--- config.mk ---
export PLATFORM = sky130hd
export DESIGN_NAME = issue_queue_ctrl_flat
export DESIGN_NICKNAME = d
export VERILOG_FILES = /design/src/rtl/cpu_issue_pkg.sv /design/src/rtl/issue_queue_ctrl_if.sv /design/src/rtl/issue_queue_mem.sv /design/src/rtl/issue_queue_ctrl.sv /design/src/flat_wrapper.sv
export SDC_FILE = /design/constraint.sdc
export NUM_CORES = 1
export LEC_CHECK = 0
export ABC_AREA = 0
export BUFFER_PORTS_ARGS = -buffer_cell sky130_fd_sc_hd__buf_2
export CAP_MARGIN = 15
export CORE_ASPECT_RATIO = 1.75
export CORE_MARGIN = 2
export CORE_UTILIZATION = 47
export DETAILED_ROUTE_END_ITERATION = 8
export PLACE_DENSITY = 0.63
export SYNTH_ARGS = -nofsm -noshare
export SYNTH_HDL_FRONTEND = slang
export SYNTH_SLANG_ARGS = --single-unit
--- constraint.sdc ---
create_clock -name clk -period 12 [get_ports clk]
set_clock_uncertainty 0.1 [all_clocks]
set_input_delay 0 -clock clk [delete_from_list [all_inputs] [get_ports clk]]
set_output_delay 0 -clock clk [all_outputs]
set_load 0.1 [all_outputs]
--- src/rtl/cpu_issue_pkg.sv ---
// Shared issue-path types and constants for the dual-issue RV32I front end.
package cpu_issue_pkg;

    localparam logic [31:0] NOP_INSTR   = 32'h00000013;
    localparam int unsigned ISSUE_CNT_W = 2;

    typedef enum logic [ISSUE_CNT_W-1:0] {
        ISSUE_NONE = 2'd0,
        ISSUE_ONE  = 2'd1,
        ISSUE_TWO  = 2'd2
    } issue_cnt_e;

    typedef struct packed {
        logic [31:0] instr;
        logic [31:0] pc;
    } issue_entry_t;

endpackage

--- src/rtl/issue_queue_ctrl_if.sv ---
// Fetch/issue handshake bundle; master = fetch + backend side, slave = the queue.
interface issue_queue_ctrl_if
    import cpu_issue_pkg::*;
#(
    parameter int unsigned XLEN = 32
);
    logic                   flush;
    logic [1:0]             fetch_valid;
    logic [XLEN-1:0]        fetch_instr0;
    logic [XLEN-1:0]        fetch_instr1;
    logic [XLEN-1:0]        fetch_pc0;
    logic [XLEN-1:0]        fetch_pc1;
    logic                   fetch_ready;
    logic                   slot0_valid;
    logic                   slot1_valid;
    logic [XLEN-1:0]        slot0_instr;
    logic [XLEN-1:0]        slot1_instr;
    logic [XLEN-1:0]        slot0_pc;
    logic [XLEN-1:0]        slot1_pc;
    logic                   dual_ok;
    logic                   issue_ready;
    logic [ISSUE_CNT_W-1:0] issue_cnt;

    modport master (
        output flush, fetch_valid, fetch_instr0, fetch_instr1, fetch_pc0, fetch_pc1,
               dual_ok, issue_ready,
        input  fetch_ready, slot0_valid, slot1_valid, slot0_instr, slot1_instr,
               slot0_pc, slot1_pc, issue_cnt
    );

    modport slave (
        input  flush, fetch_valid, fetch_instr0, fetch_instr1, fetch_pc0, fetch_pc1,
               dual_ok, issue_ready,
        output fetch_ready, slot0_valid, slot1_valid, slot0_instr, slot1_instr,
               slot0_pc, slot1_pc, issue_cnt
    );
endinterface

--- src/rtl/issue_queue_mem.sv ---
// Circular {instr,pc} storage: two write ports at ptr/ptr+1, two read ports at ptr/ptr+1.
module issue_queue_mem #(
    parameter int unsigned  DEPTH = 8,
    parameter int unsigned  XLEN  = 32,
    localparam int unsigned PW    = $clog2(DEPTH)
) (
    input  logic              clk,
    input  logic [PW-1:0]     wr_ptr,
    input  logic              wr_en0,
    input  logic              wr_en1,
    input  logic [2*XLEN-1:0] wr_data0,
    input  logic [2*XLEN-1:0] wr_data1,
    input  logic [PW-1:0]     rd_ptr,
    output logic [2*XLEN-1:0] rd_data0,
    output logic [2*XLEN-1:0] rd_data1
);
    logic [2*XLEN-1:0] mem [DEPTH];
    logic [PW-1:0]     wr_ptr1;
    logic [PW-1:0]     rd_ptr1;

    // PW-bit adds wrap modulo DEPTH because DEPTH is a power of two.
    assign wr_ptr1 = wr_ptr + PW'(1);
    assign rd_ptr1 = rd_ptr + PW'(1);

    always_ff @(posedge clk) begin
        if (wr_en0) mem[wr_ptr]  <= wr_data0;
        if (wr_en1) mem[wr_ptr1] <= wr_data1;
    end

    assign rd_data0 = mem[rd_ptr];
    assign rd_data1 = mem[rd_ptr1];
endmodule

--- src/rtl/issue_queue_ctrl.sv ---
// Dual-issue instruction buffer: head/tail/count bookkeeping and slot muxing.
// Optional ISSUE_QUEUE_STAT_EN adds saturating dual/single/stall counters.
module issue_queue_ctrl
    import cpu_issue_pkg::*;
#(
    parameter int unsigned DEPTH = 8,
    parameter int unsigned XLEN  = 32
) (
    input  logic              clk,
    input  logic              rst_n,
    issue_queue_ctrl_if.slave bus
`ifdef ISSUE_QUEUE_STAT_EN
    ,
    output logic [31:0]       stat_dual,
    output logic [31:0]       stat_single,
    output logic [31:0]       stat_stall
`endif
);
    localparam int unsigned   PW      = $clog2(DEPTH);
    localparam int unsigned   CW      = PW + 1;
    localparam logic [CW-1:0] DEPTH_C = CW'(DEPTH);

    logic [PW-1:0]     head;
    logic [PW-1:0]     tail;
    logic [CW-1:0]     count;
    logic [CW-1:0]     count_next;
    logic              ready;
    logic              valid0;
    logic              valid1;
    logic              push0;
    logic              push1;
    logic [1:0]        push_n;
    issue_cnt_e        pop;
    logic [1:0]        pop_n;
    logic [2*XLEN-1:0] rd0;
    logic [2*XLEN-1:0] rd1;

    always_comb begin
        ready  = (DEPTH_C - count) >= CW'(2);
        valid0 = count != '0;
        valid1 = count >= CW'(2);
        // fetch_valid=2'b10 never pushes since slot 1 rides on slot 0.
        push0  = ready & bus.fetch_valid[0] & ~bus.flush;
        push1  = push0 & bus.fetch_valid[1];
        push_n = {1'b0, push0} + {1'b0, push1};
        if (!bus.issue_ready || !valid0 || bus.flush) pop = ISSUE_NONE;
        else if (valid1 && bus.dual_ok)              pop = ISSUE_TWO;
        else                                          pop = ISSUE_ONE;
        pop_n      = pop;
        count_next = count + CW'(push_n) - CW'(pop_n);
    end

    always_ff @(posedge clk or negedge rst_n) begin
        if (!rst_n) begin
            head  <= '0;
            tail  <= '0;
            count <= '0;
        end else if (bus.flush) begin
            head  <= '0;
            tail  <= '0;
            count <= '0;
        end else begin
            head  <= head + PW'(pop_n);
            tail  <= tail + PW'(push_n);
            count <= count_next;
        end
    end

    always_ff @(posedge clk) begin
        if (rst_n && !bus.flush) begin
            assert (count_next <= DEPTH_C);
            assert (CW'(pop_n) <= count);
        end
    end

    issue_queue_mem #(
        .DEPTH (DEPTH),
        .XLEN  (XLEN)
    ) u_mem (
        .clk      (clk),
        .wr_ptr   (tail),
        .wr_en0   (push0),
        .wr_en1   (push1),
        .wr_data0 ({bus.fetch_instr0, bus.fetch_pc0}),
        .wr_data1 ({bus.fetch_instr1, bus.fetch_pc1}),
        .rd_ptr   (head),
        .rd_data0 (rd0),
        .rd_data1 (rd1)
    );

    always_comb begin
        bus.fetch_ready = ready;
        bus.slot0_valid = valid0;
        bus.slot1_valid = valid1;
        bus.slot0_instr = valid0 ? rd0[2*XLEN-1:XLEN] : XLEN'(NOP_INSTR);
        bus.slot0_pc    = valid0 ? rd0[XLEN-1:0]      : '0;
        bus.slot1_instr = valid1 ? rd1[2*XLEN-1:XLEN] : XLEN'(NOP_INSTR);
        bus.slot1_pc    = valid1 ? rd1[XLEN-1:0]      : '0;
        bus.issue_cnt   = pop_n;
    end

`ifdef ISSUE_QUEUE_STAT_EN
    always_ff @(posedge clk or negedge rst_n) begin
        if (!rst_n) begin
            stat_dual   <= '0;
            stat_single <= '0;
            stat_stall  <= '0;
        end else begin
            if (pop == ISSUE_TWO && stat_dual != '1)   stat_dual   <= stat_dual + 32'd1;
            if (pop == ISSUE_ONE && stat_single != '1) stat_single <= stat_single + 32'd1;
            if (valid0 && pop == ISSUE_NONE && !bus.flush && stat_stall != '1)
                stat_stall <= stat_stall + 32'd1;
        end
    end
`endif
endmodule

--- src/flat_wrapper.sv ---
// flat-port wrapper written by rule: the top's interface ports become plain ports
module issue_queue_ctrl_flat import cpu_issue_pkg::*;
#(
    parameter int unsigned DEPTH = 8,
    parameter int unsigned XLEN  = 32
)
  (clk, rst_n, bus_flush, bus_fetch_valid, bus_fetch_instr0, bus_fetch_instr1, bus_fetch_pc0, bus_fetch_pc1, bus_dual_ok, bus_issue_ready, bus_fetch_ready, bus_slot0_valid, bus_slot1_valid, bus_slot0_instr, bus_slot1_instr, bus_slot0_pc, bus_slot1_pc, bus_issue_cnt);
  issue_queue_ctrl_if #(.XLEN(XLEN)) bus_i ();
  input  logic clk;
  input  logic rst_n;
  input wire logic [$bits(bus_i.flush)-1:0] bus_flush;
  input wire logic [$bits(bus_i.fetch_valid)-1:0] bus_fetch_valid;
  input wire logic [$bits(bus_i.fetch_instr0)-1:0] bus_fetch_instr0;
  input wire logic [$bits(bus_i.fetch_instr1)-1:0] bus_fetch_instr1;
  input wire logic [$bits(bus_i.fetch_pc0)-1:0] bus_fetch_pc0;
  input wire logic [$bits(bus_i.fetch_pc1)-1:0] bus_fetch_pc1;
  input wire logic [$bits(bus_i.dual_ok)-1:0] bus_dual_ok;
  input wire logic [$bits(bus_i.issue_ready)-1:0] bus_issue_ready;
  output wire logic [$bits(bus_i.fetch_ready)-1:0] bus_fetch_ready;
  output wire logic [$bits(bus_i.slot0_valid)-1:0] bus_slot0_valid;
  output wire logic [$bits(bus_i.slot1_valid)-1:0] bus_slot1_valid;
  output wire logic [$bits(bus_i.slot0_instr)-1:0] bus_slot0_instr;
  output wire logic [$bits(bus_i.slot1_instr)-1:0] bus_slot1_instr;
  output wire logic [$bits(bus_i.slot0_pc)-1:0] bus_slot0_pc;
  output wire logic [$bits(bus_i.slot1_pc)-1:0] bus_slot1_pc;
  output wire logic [$bits(bus_i.issue_cnt)-1:0] bus_issue_cnt;
  assign bus_i.flush = bus_flush;
  assign bus_i.fetch_valid = bus_fetch_valid;
  assign bus_i.fetch_instr0 = bus_fetch_instr0;
  assign bus_i.fetch_instr1 = bus_fetch_instr1;
  assign bus_i.fetch_pc0 = bus_fetch_pc0;
  assign bus_i.fetch_pc1 = bus_fetch_pc1;
  assign bus_i.dual_ok = bus_dual_ok;
  assign bus_i.issue_ready = bus_issue_ready;
  assign bus_fetch_ready = bus_i.fetch_ready;
  assign bus_slot0_valid = bus_i.slot0_valid;
  assign bus_slot1_valid = bus_i.slot1_valid;
  assign bus_slot0_instr = bus_i.slot0_instr;
  assign bus_slot1_instr = bus_i.slot1_instr;
  assign bus_slot0_pc = bus_i.slot0_pc;
  assign bus_slot1_pc = bus_i.slot1_pc;
  assign bus_issue_cnt = bus_i.issue_cnt;
  issue_queue_ctrl #(.DEPTH(DEPTH), .XLEN(XLEN)) u_core (.clk(clk), .rst_n(rst_n), .bus(bus_i));
endmodule
==> qor.txt <==
STA
-------------------------------------------------------------------------------------------------
Number of slew-limit violations in the final report                                             0
Post-layout min period                                                                    4920 ps
Final setup violation count                                                                     0
Unrepaired setup endpoints after global routing                                             false
Minimum hold slack                                                                        84.7 ps
Transition time of the tightest slew-check pin                                            1190 ps
Remaining max-slew budget at the tightest pin                                               0.205
Fraction of the cycle the final worst path needs                                            0.410
Final count of hold timing violations                                                           0
Peak clock frequency supported by timing                                                  203 MHz
Setup_tns                                                                                    0 ps

WORST SETUP PATH
-------------------------------------------------------------------------------------------------
CP Data Required Time                                                                    11900 ps
Cell-by-cell trace of the critical path                                              ha_4 -> buf_12 -> mux4_2 -> nand2_1 -> a21oi_1 -> buf_2
Startpoint Class                                                                             flop
Maximum fanout count along the critical path                                                   87
Critical path depth in cells                                                                    6
Data arrival time of the worst path                                                       4820 ps
Buffers & Inverters on Critical Path                                                            2
Delay-heaviest family, CP                                                            buffers and inverters
Slowest stage delay, CP                                                                   1070 ps
Slowest cell on crit path                                                            sky130_fd_sc_hd__dfrtp_4
Kind of critical path                                                                  reg -> out
Path depth of the worst reg2reg path                                                            7
Worst Setup End Kind                                                                   output pin

YOSYS
-------------------------------------------------------------------------------------------------
Most instantiated library cell after synthesis                                       sky130_fd_sc_hd__edfxtp_1
Most frequently used flop master after synthesis                                     sky130_fd_sc_hd__edfxtp_1
Number of synthesized flops with an enable pin                                                512
Number of synthesized register bits                                                           522
Post-synthesis instance area                                                          30700 sq um
Cell type contributing the most total cell area after synthesis                      sky130_fd_sc_hd__edfxtp_1
Post-Syn Nets                                                                                2020
Yosys top cell area share                                                                   0.500
Fraction of synthesis flops using an asynchronous set or reset pin                         0.0192
Count of yosys warnings during synthesis                                                        0
Number of distinct library cell variants in the gate-level netlist after synthesis             39
Most used standard cells in the synthesized netlist                                  sky130_fd_sc_hd__edfxtp_1 (512), sky130_fd_sc_hd__mux2_2 (409), sky130_fd_sc_hd__mux4_2 (256)
Synthesized instance count                                                                   1869
Post-Syn Area per Cell                                                                 16.4 sq um
Sequential-to-total area share from yosys stat                                              0.509
Synth area leaders                                                                   sky130_fd_sc_hd__edfxtp_1 (50%), sky130_fd_sc_hd__mux4_2 (19%), sky130_fd_sc_hd__mux2_2 (15%)

FLOORPLANNING
-------------------------------------------------------------------------------------------------
Cell row count                                                                                124
I/O pin cnt                                                                                   268
Initial core utilization                                                                    0.473
Horiz. Die Dim                                                                             197 um
Die Y-Extent                                                                               342 um
Core region area                                                                      65000 sq um
Die area                                                                              67500 sq um

PWR
-------------------------------------------------------------------------------------------------
Power share of the clock group                                                              0.197
Static Leak                                                                               12.1 nW
Portion of total power attributed to combinational logic                                    0.530
Net switching power figure                                                                4.07 mW
Total power draw                                                                          8.17 mW
Sw Share                                                                                    0.497
Proportion of power drawn by flip-flops and latches                                         0.274
Pwr Density                                                                           226 nW/um^2
Internal                                                                                  4.11 mW
Largest vdd supply drop                                                                0.000379 V

ROUTE
-------------------------------------------------------------------------------------------------
Post-Route WL                                                                            93500 um
Antenna-violating nets left                                                                     0
Drt first pass iters                                                                            5
Drc violations                                                                                  0
Routed length per instance                                                                29.7 um
Via count normalized by instance count                                                       6.28
Via count                                                                                   19700
Detailed Route Iter0 Violations                                                              1355

CLOCKING
-------------------------------------------------------------------------------------------------
Clock-pin slew on the worst setup and hold paths                                            70 ps
Clock Latency Late Sink                                                                    600 ps
Root buffer selected by CTS                                                          sky130_fd_sc_hd__clkbuf_16
CTS tree                                                                                      yes
Maximum clock path buffer count                                                                 3
H-Tree Depth                                                                                    2
CTS resizes                                                                                     0
Buffers inserted by post-CTS timing repair                                                      0
Num CTS Buffers                                                                                50
Clock Sinks                                                                                   522

LAYOUT
-------------------------------------------------------------------------------------------------
Area Overhead vs Synth                                                                      18.0%
Layout Nets                                                                                  2432
Summed area of non-filler cells in the final layout                                   36200 sq um
Fraction of final layout cells with drive strength greater than 1                           0.468

WORST HOLD PATH
-------------------------------------------------------------------------------------------------
Kind of path behind the tightest hold check                                             in -> reg
Count of cells along the worst hold path                                                        4

GLOBAL ROUTE
-------------------------------------------------------------------------------------------------
Number of global-route vias before repair                                                   21100
Largest net degree at the start of global routing                                             145
Grt ovf                                                                                         0
Global-route wire length before repair                                                  136000 um
Number of antenna violations at the first check in global routing                               6
All-layer global routing usage                                                              0.278

RUN
-------------------------------------------------------------------------------------------------
# Max-Cap Violations                                                                            0

PLACE
-------------------------------------------------------------------------------------------------
Quantity of I/O buffers inserted on ports                                                     267
Final GP Congestion                                                                         0.809
Cell area after placement                                                             32600 sq um
Detailed Place HPWL                                                                      52300 um

RUN STATUS
-------------------------------------------------------------------------------------------------
Run status                                                                           finished clean

==> final cells by class <==
cell class	count	area [sq um]
multi-input cells	1190	14300
clock buffers	73	1420
flip-flops and latches	522	15600
fillers	5295	28800
diodes	3	7.51
inverters	12	45.0
repair buffers	505	3660
well taps	819	1020
clock inverters	20	199
==> metal layers <==
layer | part of all wire | GRT usage | up-vias | wire, um
met4 | 0.039 | 0.107 | 6 | 3600
met1 | 0.38 | 0.344 | 10400 | 35900
met5 | 0.00031 | 0 | - | 29
li1 | - | - | 8401 | -
met3 | 0.058 | 0.0350 | 172 | 5440
met2 | 0.52 | 0.493 | 752 | 48500
==> worst register-to-register path: cells and delay by family (launching register included) <==
family	cells	cell delay, ps
flip-flops	1	670
AND/OR/NAND/NOR	1	230
multiplexers	1	480
AO/OA/AOI/OAI	1	800
buffers and inverters	2	1490
XOR/XNOR	1	470
adder cells (fa/ha/maj)	1	310
==> cells in the final DEF, fill, tap and decap left out, types with 4 or more instances in the layout <==
cell	count
sky130_fd_sc_hd__nor2_4	5
sky130_fd_sc_hd__mux4_2	256
sky130_fd_sc_hd__dfrtp_1	7
sky130_fd_sc_hd__mux2i_1	64
sky130_fd_sc_hd__nor2b_1	8
sky130_fd_sc_hd__ha_1	11
sky130_fd_sc_hd__inv_1	12
sky130_fd_sc_hd__edfxtp_1	512
sky130_fd_sc_hd__nor3_1	4
sky130_fd_sc_hd__nand2_1	137
sky130_fd_sc_hd__xnor2_1	5
sky130_fd_sc_hd__bufinv_16	4
sky130_fd_sc_hd__mux2_4	20
sky130_fd_sc_hd__buf_2	267
sky130_fd_sc_hd__mux2_1	83
sky130_fd_sc_hd__nand3_1	8
sky130_fd_sc_hd__a21oi_4	7
sky130_fd_sc_hd__dlygate4sd3_1	198
sky130_fd_sc_hd__clkinv_2	5
sky130_fd_sc_hd__clkbuf_16	53
sky130_fd_sc_hd__mux2_2	409
sky130_fd_sc_hd__clkinv_1	8
sky130_fd_sc_hd__nor2_1	73
sky130_fd_sc_hd__fa_1	4
sky130_fd_sc_hd__a21oi_1	65
sky130_fd_sc_hd__o21ai_4	4
sky130_fd_sc_hd__clkbuf_1	18
sky130_fd_sc_hd__buf_4	37
==> flip-flops by register name, summed over array words and instances (netlist names) <==
signal and cells:
u_core.tail 3, u_core.head 3, u_core.u_mem.mem 512, u_core.count 4
==> power by group through the flow <==
stage	Combinational (mW)	Sequential, mW	Clock (mW)
6_report	4.33	2.24	1.61
4_1_cts	4.36	2.24	1.64
3_3_place_gp	4.28	2.27	0
5_1_grt	4.49	2.25	1.69
3_5_place_dp	4.30	2.28	0
2_1_floorplan	3.47	2.23	0
==> cells by family after synthesis <==
family,synth area share
adders and majority gates,0.00749
and+or+nand+nor,0.0338
DFF,0.509
xor gates and xnor gates,0.00362
AOI/OAI and AO/OA,0.0166
muxes,0.399
buffers and inverters,0.0312
==> final timing paths <==
| check | startpoint | endpoint | slack, ps |
|---|---|---|---|
| worst max register to register | u_core.tail[0] | u_core.u_mem.mem[6][29] | 7180 |
| min in group asynchronous | rst_n | u_core.tail[1] | 360 |
| worst max-delay path | u_core.head[0] | bus_slot1_pc[4] | 7080 |
| worst min register to register | u_core.tail[2] | u_core.tail[2] | 700 |
| worst min-delay path | bus_dual_ok | u_core.head[0] | 80 |
| max in group asynchronous | rst_n | u_core.head[2] | 11000 |
==> stage by stage <==
step / setup WS, ps / util / cells
6_report: 7080 / 0.558 / 3144
3_3_place_gp: 7590 / 0.502 / 2849
5_1_grt: 6810 / 0.558 / 3144
2_1_floorplan: 6790 / - / 1869
3_5_place_dp: 7620 / 0.502 / 2849
4_1_cts: 6950 / 0.557 / 3140
==> timing repair <==
item / CTS / global route
hold endpoints to repair: 548 / 0
setup endpoints to repair: 0 / 0
hold buffers: 198 / 0
(Power assumes the default switching activity.)
